==> src/rtl/instr_fetch_stage.sv <==
// instr_fetch_stage
//   Fetch stage of the 16-bit MIPS pipeline. Owns the program counter, presents it
//   to instruction memory and captures the returned instruction into the IF/ID
//   pipeline register. Handles stall, branch/jump redirect and a HALT opcode.
//
// Ports
//   clk            rising-edge clock
//   rst            asynchronous, active-high reset
//   pc             registered fetch address to instruction memory (always even)
//   instr          instruction read combinationally from memory at pc
//   stall          hold pc, IF/ID and state this cycle
//   redirect       taken branch/jump: load redirect_pc, flush IF/ID (beats stall)
//   redirect_pc    redirect target, bit 0 forced to 0
//   if_id_instr    latched instruction (0000 = NOP when not valid)
//   if_id_pc       address the latched instruction came from
//   if_id_pc_plus  if_id_pc + PC_STEP, wrapping
//   if_id_valid    IF/ID holds a real instruction
//   halted         fetch stopped by HALT_OPCODE
module instr_fetch_stage #(
  parameter int              PC_W        = 16,
  parameter int              INSTR_W     = 16,
  parameter logic [PC_W-1:0] RESET_PC    = 16'h0000,
  parameter int              PC_STEP     = 2,
  parameter logic [3:0]      HALT_OPCODE = 4'hF
) (
  input  logic               clk,
  input  logic               rst,
  output logic [PC_W-1:0]    pc,
  input  logic [INSTR_W-1:0] instr,
  input  logic               stall,
  input  logic               redirect,
  input  logic [PC_W-1:0]    redirect_pc,
  output logic [INSTR_W-1:0] if_id_instr,
  output logic [PC_W-1:0]    if_id_pc,
  output logic [PC_W-1:0]    if_id_pc_plus,
  output logic               if_id_valid,
  output logic               halted
);

  typedef enum logic [0:0] {
    ST_RUN    = 1'b0,
    ST_HALTED = 1'b1
  } state_t;

  localparam logic [PC_W-1:0]    STEP_C    = PC_W'(PC_STEP);
  localparam logic [PC_W-1:0]    EVEN_MASK = ~{{(PC_W-1){1'b0}}, 1'b1};
  localparam logic [INSTR_W-1:0] NOP_C     = {INSTR_W{1'b0}};

  state_t             state_r, state_s;
  logic [PC_W-1:0]    pc_r, pc_s;
  logic [INSTR_W-1:0] if_id_instr_r, if_id_instr_s;
  logic [PC_W-1:0]    if_id_pc_r, if_id_pc_s;
  logic [PC_W-1:0]    if_id_pc_plus_r, if_id_pc_plus_s;
  logic               if_id_valid_r, if_id_valid_s;
  logic               halted_r;
  logic               is_halt_s;
  logic [PC_W-1:0]    pc_inc_s;

  assign is_halt_s = (instr[INSTR_W-1:INSTR_W-4] == HALT_OPCODE);
  assign pc_inc_s  = pc_r + STEP_C;

  // Next-state and next-register values; redirect beats stall beats normal fetch.
  always_comb begin
    state_s         = state_r;
    pc_s            = pc_r;
    if_id_instr_s   = if_id_instr_r;
    if_id_pc_s      = if_id_pc_r;
    if_id_pc_plus_s = if_id_pc_plus_r;
    if_id_valid_s   = if_id_valid_r;
    if (redirect) begin
      // The instruction on the bus this cycle is dropped, even a HALT.
      pc_s          = redirect_pc & EVEN_MASK;
      if_id_instr_s = NOP_C;
      if_id_valid_s = 1'b0;
      state_s       = ST_RUN;
    end else if (stall) begin
      state_s = state_r;
    end else begin
      case (state_r)
        ST_RUN: begin
          if_id_instr_s   = instr;
          if_id_pc_s      = pc_r;
          if_id_pc_plus_s = pc_inc_s;
          if_id_valid_s   = 1'b1;
          if (is_halt_s) begin
            // HALT itself goes down the pipe; pc parks on it.
            state_s = ST_HALTED;
          end else begin
            pc_s = pc_inc_s;
          end
        end
        ST_HALTED: begin
          if_id_instr_s = NOP_C;
          if_id_valid_s = 1'b0;
        end
        default: begin
          state_s = ST_RUN;
        end
      endcase
    end
  end

  // State and pipeline registers; reset takes effect without a clock edge.
  always_ff @(posedge clk or posedge rst) begin
    if (rst) begin
      state_r         <= ST_RUN;
      pc_r            <= RESET_PC;
      if_id_instr_r   <= NOP_C;
      if_id_pc_r      <= {PC_W{1'b0}};
      if_id_pc_plus_r <= {PC_W{1'b0}};
      if_id_valid_r   <= 1'b0;
      halted_r        <= 1'b0;
    end else begin
      state_r         <= state_s;
      pc_r            <= pc_s;
      if_id_instr_r   <= if_id_instr_s;
      if_id_pc_r      <= if_id_pc_s;
      if_id_pc_plus_r <= if_id_pc_plus_s;
      if_id_valid_r   <= if_id_valid_s;
      halted_r        <= (state_s == ST_HALTED);
    end
  end

  assign pc            = pc_r;
  assign if_id_instr   = if_id_instr_r;
  assign if_id_pc      = if_id_pc_r;
  assign if_id_pc_plus = if_id_pc_plus_r;
  assign if_id_valid   = if_id_valid_r;
  assign halted        = halted_r;

endmodule

==> config.mk <==
export PLATFORM = sky130hd
export DESIGN_NAME = instr_fetch_stage
export DESIGN_NICKNAME = d
export VERILOG_FILES = /design/src/rtl/instr_fetch_stage.sv
export SDC_FILE = /design/constraint.sdc
export NUM_CORES = 1
export LEC_CHECK = 0
export CORE_MARGIN = 1
export CORE_UTILIZATION = 50
export CTS_BUF_LIST = sky130_fd_sc_hd__clkbuf_8
export DETAILED_ROUTE_END_ITERATION = 16
export PLACE_DENSITY_LB_ADDON = 0.3
export SYNTH_ARGS = -nofsm -noshare
export SYNTH_HDL_FRONTEND = slang
export SYNTH_SLANG_ARGS = --single-unit
==> constraint.sdc <==
create_clock -name clk -period 4.7 [get_ports clk]
set_input_delay 0.47 -clock clk [delete_from_list [all_inputs] [get_ports clk]]
set_output_delay 0.47 -clock clk [all_outputs]
set_load 0.01 [all_outputs]
Word level (Yosys, flattened, before mapping):

Index checks and enable logic that the tools add are counted.

* bits in registers: 66
* output and inout bits: 66

* add/sub/neg operators: 1
* equal/unequal tests: 4
* muxes and demuxes: 14
* bitwise operators: 3
* reductions and logical operators: 2

Operator list (count)
* two-way mux 16 bit: 6
* one-hot mux 16 bit (2 select lines): 1
* adder 16 x 2 -> 16 bit, second input constant: 1
* two-way mux 1 bit: 6
* AND reduction 3 bit: 2
* equality test 4 bit, second input constant: 1
* != test 2 bit, second input constant: 2
* NOT 1 bit: 3
* != test 2 x 1 -> 1 bit, second input constant: 1
* one-hot mux 1 bit (2 select lines): 1

Longest topological paths before layout:

* depth after elaboration: 5
* depth in mapped cells: 5
* gate-level depth less buffers: 5

Worst setup path before layout:

Ideal clock, no wire load.

* path kind: register -> register
* start: reg pc_r[1], in the netlist pc[1]
* end: reg pc_r[13], in the netlist pc[13]
* setup time: 0.069 ns
* arrival: 1.678 ns
* slack: 2.953 ns
* stages on the path, launching flop included: 6
* buffers on the path: 0
* clock period less this slack: 1.747 ns
* cells stage by stage: dfrtp_1 ha_1 and3_2 nand4_2 or4_1 nand3_1

* longest elaborated chain between the ends: 5

RTL lines
* start, declared: RTL line 50 `logic [PC_W-1:0] pc_r, pc_s;`
* start signal, assigned: RTL line 115 `pc_r <= pc_s;`
* adder 16 x 2 -> 16 bit: RTL line 60 `assign pc_inc_s = pc_r + STEP_C;`
* two-way mux 16 bit: RTL line 85 `if (is_halt_s) begin`
* two-way mux 16 bit: RTL line 79 `case (state_r)`
* two-way mux 16 bit: RTL line 76 `end else if (stall) begin`
* two-way mux 16 bit: RTL line 70 `if (redirect) begin`

Every way passes these cells. The select of a mux whose other input is x is not followed.
A chain may end at the register's enable or synchronous reset.

Worst setup path in the final report:

* start: in redirect
* end: reg if_id_pc_r[12], in the netlist if_id_pc[12]

* longest elaborated chain between the ends: 2

RTL lines
* start, declared: RTL line 31 `input logic redirect,`
* NOT 1 bit (no line)
* AND reduction 3 bit (no line)
* end signal, assigned: RTL line 109 `if_id_pc_r <= {PC_W{1'b0}};`
* end signal, assigned: RTL line 117 `if_id_pc_r <= if_id_pc_s;`
* end, declared: RTL line 52 `logic [PC_W-1:0] if_id_pc_r, if_id_pc_s;`

Every way passes these cells.

==> run metrics <==
clock slew at reported path FFs roughly 0.07 ns; post-detail-place hpwl 4570 um; Netlist cell types 42; Worst R2R Start halted; CTS root buf clkbuf_8; routability cong. between 0.7 and 0.8; crit share post-route 47.9%; worst reg-to-reg path cell count 3; RSZ-0062 raised after global routing false; initial antenna violation count 0; Hold Slack approximately 0.50 ns; mapped cell area a little under 3000 um2; hold_buf cts 0; highest clock rate 444 MHz; CP Max Fanout 55; endpoints failing hold 0; post-route minimum period 2.25 ns; Yosys warnings 0; # IOs about 100; num rows 27; Yosys reg bits 63; Setup crit end kind flop; XOR/XNOR Fraction of Synth Area under 10%; Final Setup Violations 0; CTS buffer count 9; # fillers roughly 390; total track usage roughly a quarter; register area 1580 um2; setup TNS 0 ns; H-tree depth 3; most common cell after layout, fill and taps aside clkdlybuf4s50_1; fraction of layout cells with a size suffix above 1 12.4%; global route overflow 0; Hold Path Class reg -> reg; Hold EP if_id_valid; pins over their slew limit 0; Synth Area in Adders less than 1%; First DRT Iteration DRCs ~130; Power Density around 400 nW/um2; P&R area growth vs syn 42.3%; Starting Density between 50% and 60%; DRC errors left 0; CTS tree yes; critical path launch point type input port; core area between 5000 and 6000 um2; total clock sinks 63; Syn Area/Cell ~11 um2; first-pass GRT wire length 11200 um; Die ar. 6100 um2; Vert. Die Dim around 78 um; Syn Inst Count around 260; multi-input logic area roughly 1200 um2; worst-case clock buffer depth 2; Synth Area in Compound Gates 11.6%; Routed Wire Length between 6000 and 7000 um; post-DR wirelength/cell around 16 um; Post-Synth Simple-Gate Area between 10% and 20%; pin count of the biggest net entering global routing between 60 and 70; number of global-route vias before repair between 2000 and 2500; Vias/cell about 5.4; VDD IR max 0.000308 V; Port Buffer Count 97; Die Wd between 70 and 80 um; most frequent cells in the layout clkdlybuf4s50_1, dfrtp_1, nor2_1, nand2_1; hold path depth 1; Antenna Nets Post-Route 0; n_diodes 0; max_slew headroom approximately half; via count ~2300; largest family of logic cells by synthesized area simple AND/OR/NAND/NOR gates; Worst-Margin Slew between 0.7 and 0.8 ns; fin nets roughly 390; crit path kind in -> reg; mux share of post-synthesis cell area under 10%; Setup Skew around 0.0082 ns; Post-CTS Setup Bufs 0; sequential-to-total area share from yosys stat around 54%; drt first pass iters 5; leakage ~1.7 nW; Worst R2R Setup Slack 2.75 ns; run status complete, no violations; reg2reg end if_id_pc[12]; clk_lat worst skew roughly 0.34 ns; max-cap violations 0; Post-CTS Resized 0; critical hold path startpoint if_id_valid; Worst Path Required 4.92 ns; critical path arrival about 2.5 ns
## routing by layer
metal / GRT usage [%] / wire length, um / vias to the layer above / part of all wire, %
met1: 31.0 / 2890 / 1120 / 42
li1: - / - / 1098 / -
met2: 39.3 / 3500 / 90 / 50
met5: 0 / 0 / - / 0
met4: 10.7 / 98 / 0 / 1.4
met3: 5.70 / 476 / 10 / 6.8
## metrics by stage
step | power, W | worst slack (ns) | cell area [um2] | std cells | utilization, %
3_3_place_gp | 0.00108 | 2.12 | 3870 | 411 | 69.9
2_1_floorplan | 0.000867 | 2.66 | 2900 | 261 | -
3_5_place_dp | 0.00109 | 2.09 | 3870 | 411 | 69.9
4_1_cts | 0.00167 | 2.46 | 4120 | 427 | 74.4
5_1_grt | 0.00173 | 2.33 | 4120 | 427 | 74.4
6_report | 0.00165 | 2.45 | 4120 | 427 | 74.4
## how the worst max path moves through the flow
stage          startpoint            to  slack [ns]
6_report         redirect  if_id_pc[12]        2.45
5_1_grt          redirect   if_id_pc[2]        2.33
4_1_cts          redirect  if_id_pc[12]        2.46
3_5_place_dp     redirect  if_id_pc[12]        2.09
3_3_place_gp     redirect  if_id_pc[14]        2.12
2_1_floorplan         rst        halted        2.66
## power breakdown
group / internal, W / total (W) / switching [W]
Combinational: 0.000231 / 0.000389 / 0.000158
Sequential: 0.000622 / 0.000692 / 0.0000702
Clock: 0.000365 / 0.000573 / 0.000208
## cell type report
cell class | count | share of cell area (%)
clock buffers | 10 | 3.34
clock inverters | 6 | 2.64
inverters | 2 | 0.182
multi-input cells | 173 | 29.1
flip-flops and latches | 63 | 38.3
well taps | 72 | 2.19
repair buffers | 101 | 24.3
## cell usage after synthesis
| master | n | share of area (%) |
|---|---|---|
| and4bb_1 | 1 | 0.43 |
| ha_1 | 1 | 0.43 |
| nor2_4 | 1 | 0.39 |
| clkbuf_1 | 7 | 0.91 |
| a31oi_1 | 2 | 0.43 |
| nor2b_1 | 5 | 1.1 |
| and4_4 | 1 | 0.39 |
| nor2_1 | 18 | 2.3 |
| and2_2 | 1 | 0.26 |
| nand4_1 | 7 | 1.5 |
| buf_2 | 8 | 1.4 |
| nand4_4 | 1 | 0.73 |
| a21oi_1 | 14 | 2.4 |
| nor4_1 | 4 | 0.86 |
| mux2_2 | 16 | 6.2 |
| conb_1 | 1 | 0.13 |
| buf_4 | 6 | 1.6 |
| a22oi_1 | 2 | 0.52 |
| inv_1 | 2 | 0.26 |
| a211oi_1 | 1 | 0.26 |
| nand2_1 | 17 | 2.2 |
| nand3_1 | 8 | 1.4 |
| xor2_1 | 10 | 3.0 |
| a221o_1 | 1 | 0.35 |
| and3_1 | 2 | 0.43 |
| xnor2_1 | 11 | 3.3 |
| buf_6 | 1 | 0.39 |
| o31a_1 | 2 | 0.60 |
| and3_2 | 1 | 0.26 |
| and4_1 | 1 | 0.30 |
| or4_1 | 1 | 0.26 |
| buf_1 | 1 | 0.13 |
| a22o_1 | 16 | 4.8 |
| mux2i_1 | 2 | 0.69 |
| a21o_1 | 1 | 0.26 |
| nand2b_1 | 1 | 0.22 |
| nor3_1 | 5 | 0.86 |
| dfrtp_1 | 63 | 54 |
| or3_1 | 2 | 0.43 |
| o21ai_0 | 11 | 1.9 |
| nand4_2 | 2 | 0.86 |
| nor3_2 | 1 | 0.35 |
## sequential cells by signal, summed over array words and instances (netlist names)
register       flops
halted             1
if_id_instr       16
if_id_pc          15
if_id_pc_plus     15
if_id_valid        1
pc                15
## worst max-delay path: stages
cell and delay (ns):
clkdlybuf4s50_1 0.40, buf_4 0.23, nor3_4 0.38, buf_4 0.54, mux2_2 0.41
## logic make-up (layout without fill, tap and decap cells)
logic type | count (synthesis) | in the layout
XOR/XNOR | 21 | 21
flip-flops | 63 | 63
adder cells (fa/ha/maj) | 1 | 1
AND/OR/NAND/NOR | 80 | 80
other | 1 | 3
buffers and inverters | 25 | 119
AO/OA/AOI/OAI | 50 | 50
multiplexers | 18 | 18
(Power assumes the default switching activity.)
==> RTL edit: new RTL, same settings <==
The parameter `PC_W` goes from 16 to 32.
--- a/src/rtl/instr_fetch_stage.sv
+++ b/src/rtl/instr_fetch_stage.sv
@@ -18,5 +18,5 @@
 //   halted         fetch stopped by HALT_OPCODE
 module instr_fetch_stage #(
-  parameter int              PC_W        = 16,
+  parameter int              PC_W        = 32,
   parameter int              INSTR_W     = 16,
   parameter logic [PC_W-1:0] RESET_PC    = 16'h0000,
Ports: changed (resized if_id_pc, if_id_pc_plus, pc and redirect_pc); port bits go from 102 to 166. The function was not compared with the original's and may differ.
==> RTL edit against the original RTL <==
  * Clock skew up 0.00066 ns
  * Non-clock buffer count up 64
  * Hold slack better by 0.0018 ns
  * Wire length up 82%
  * Combinational power up 59%
  * Synthesized area up 77%
  * Design area up 68%
  * Core utilization down 4.1 points
  * Cell count up 77%
  * Sequential cell count up 48
  * Worst setup slack worse by 0.52 ns
  * Sequential share of layout area up 1.8 points
  * Register-to-register slack worse by 0.83 ns
  * Total power up 42%
==> RTL edit: results <==
[outcome]
outcome = complete, no violations

[global_route]
grt_pass1_vias = 3915
grtUsageTotal_pct = 24.5
grt_max_degree = 87
grt_pass1_wl_um = 19600

[pwr]
p_int_mw = 1.68
p_clk_mw = 0.528
p_leak_nw = 2.82
ir_drop_v = 0.000185
p_clk_share_pct = 22.5
p_seq_mw = 1.20

[drt]
wl_per_cell_um = 16.8
drt_iter0_drc = 127
vias_per_cell = 5.35
vias = 4043

[logic_synthesis]
syn_avg_cell_area_um2 = 10.6
ys_types = 46
ys_seq_area_share_pct = 54.3
synthTopCellsByCount = dfrtp_1 (111), nand2_1 (46), nor2_1 (43)
synth.area.top_cells = dfrtp_1 (54%), mux2_2 (7.0%), xor2_1 (4.8%)
synth-async-reset-ratio_pct = 100
ys_seq_elements = 111

[min_path]
worstHoldStart = if_id_valid
min_to = if_id_valid

[clocking]
insertion_delay_ns = 0.36
clkSlewWorstSetupHoldPaths_ns = 0.09
cts_resized = 0
clock_tree.buffer_depth = 2
htreeDepth = 3

[finish]
drive_gt1_share_pct = 8.99
clockBufferCount = 12
n_fill_cell = 723
nets = 672
buf_share_pct = 23.6
inverters = 4
sh_seq_area_pct = 40.1
clock_area_share_pct = 2.55
multi_input_area_um2 = 2160
num-multi-input-gates = 328

[worst_setup_path]
critical_path_arrival_ns = 3.00
path_max_fanout = 11
cp-endpoint = pc[31]
crit_family = simple AND/OR/NAND/NOR gates
cpPeakStageDelay_ns = 0.73
slowest_stage = or4b_1
cp-startpoint = pc[1]
r2r_cells = 6
r2r_slack_ns = 1.92

[place]
gp_congestion = 0.784
hpwl_um = 8750
port_buffers = 161
dp_slack_ns = 1.96
dp.cells = 741
dpl_cell_area_um2 = 6760

[die]
tap_cells = 133

[timing]
holdWs_ns = 0.499
worst_pin_slew_ns = 1.14
-- RTL edit: cell types whose count changed after synthesis, sizes merged, moves of 16 or more --
cell and change:
clkbuf +18, mux2 +16, nor2 +24, dfrtp +48
xor2 +18, nand2 +29, a21oi +19
-- RTL edit: logic make-up (layout without fill, tap and decap cells) --
| family | after synthesis | in the layout | synth area share (%) |
|---|---|---|---|
| and+or+nand+nor | 153 | 153 | 14.8 |
| muxes | 34 | 34 | 7.43 |
| adders and majority gates | 1 | 1 | 0.244 |
| DFF | 111 | 111 | 54.3 |
| buffers and inverters | 44 | 184 | 3.81 |
| AOI/OAI and AO/OA | 88 | 88 | 11.0 |
| xor gates and xnor gates | 49 | 49 | 8.39 |
| other | 1 | 3 | 0.0733 |
-- RTL edit: per-layer routing --
layer  vias to the layer above  share of wire [%]  GRT usage (%)
li1                       1936                  -              -
met1                      1978                 43           32.9
met2                       124                 51           41.1
met3                         5                4.8           3.53
met4                         0               0.51           8.02
met5                         -                  0              0
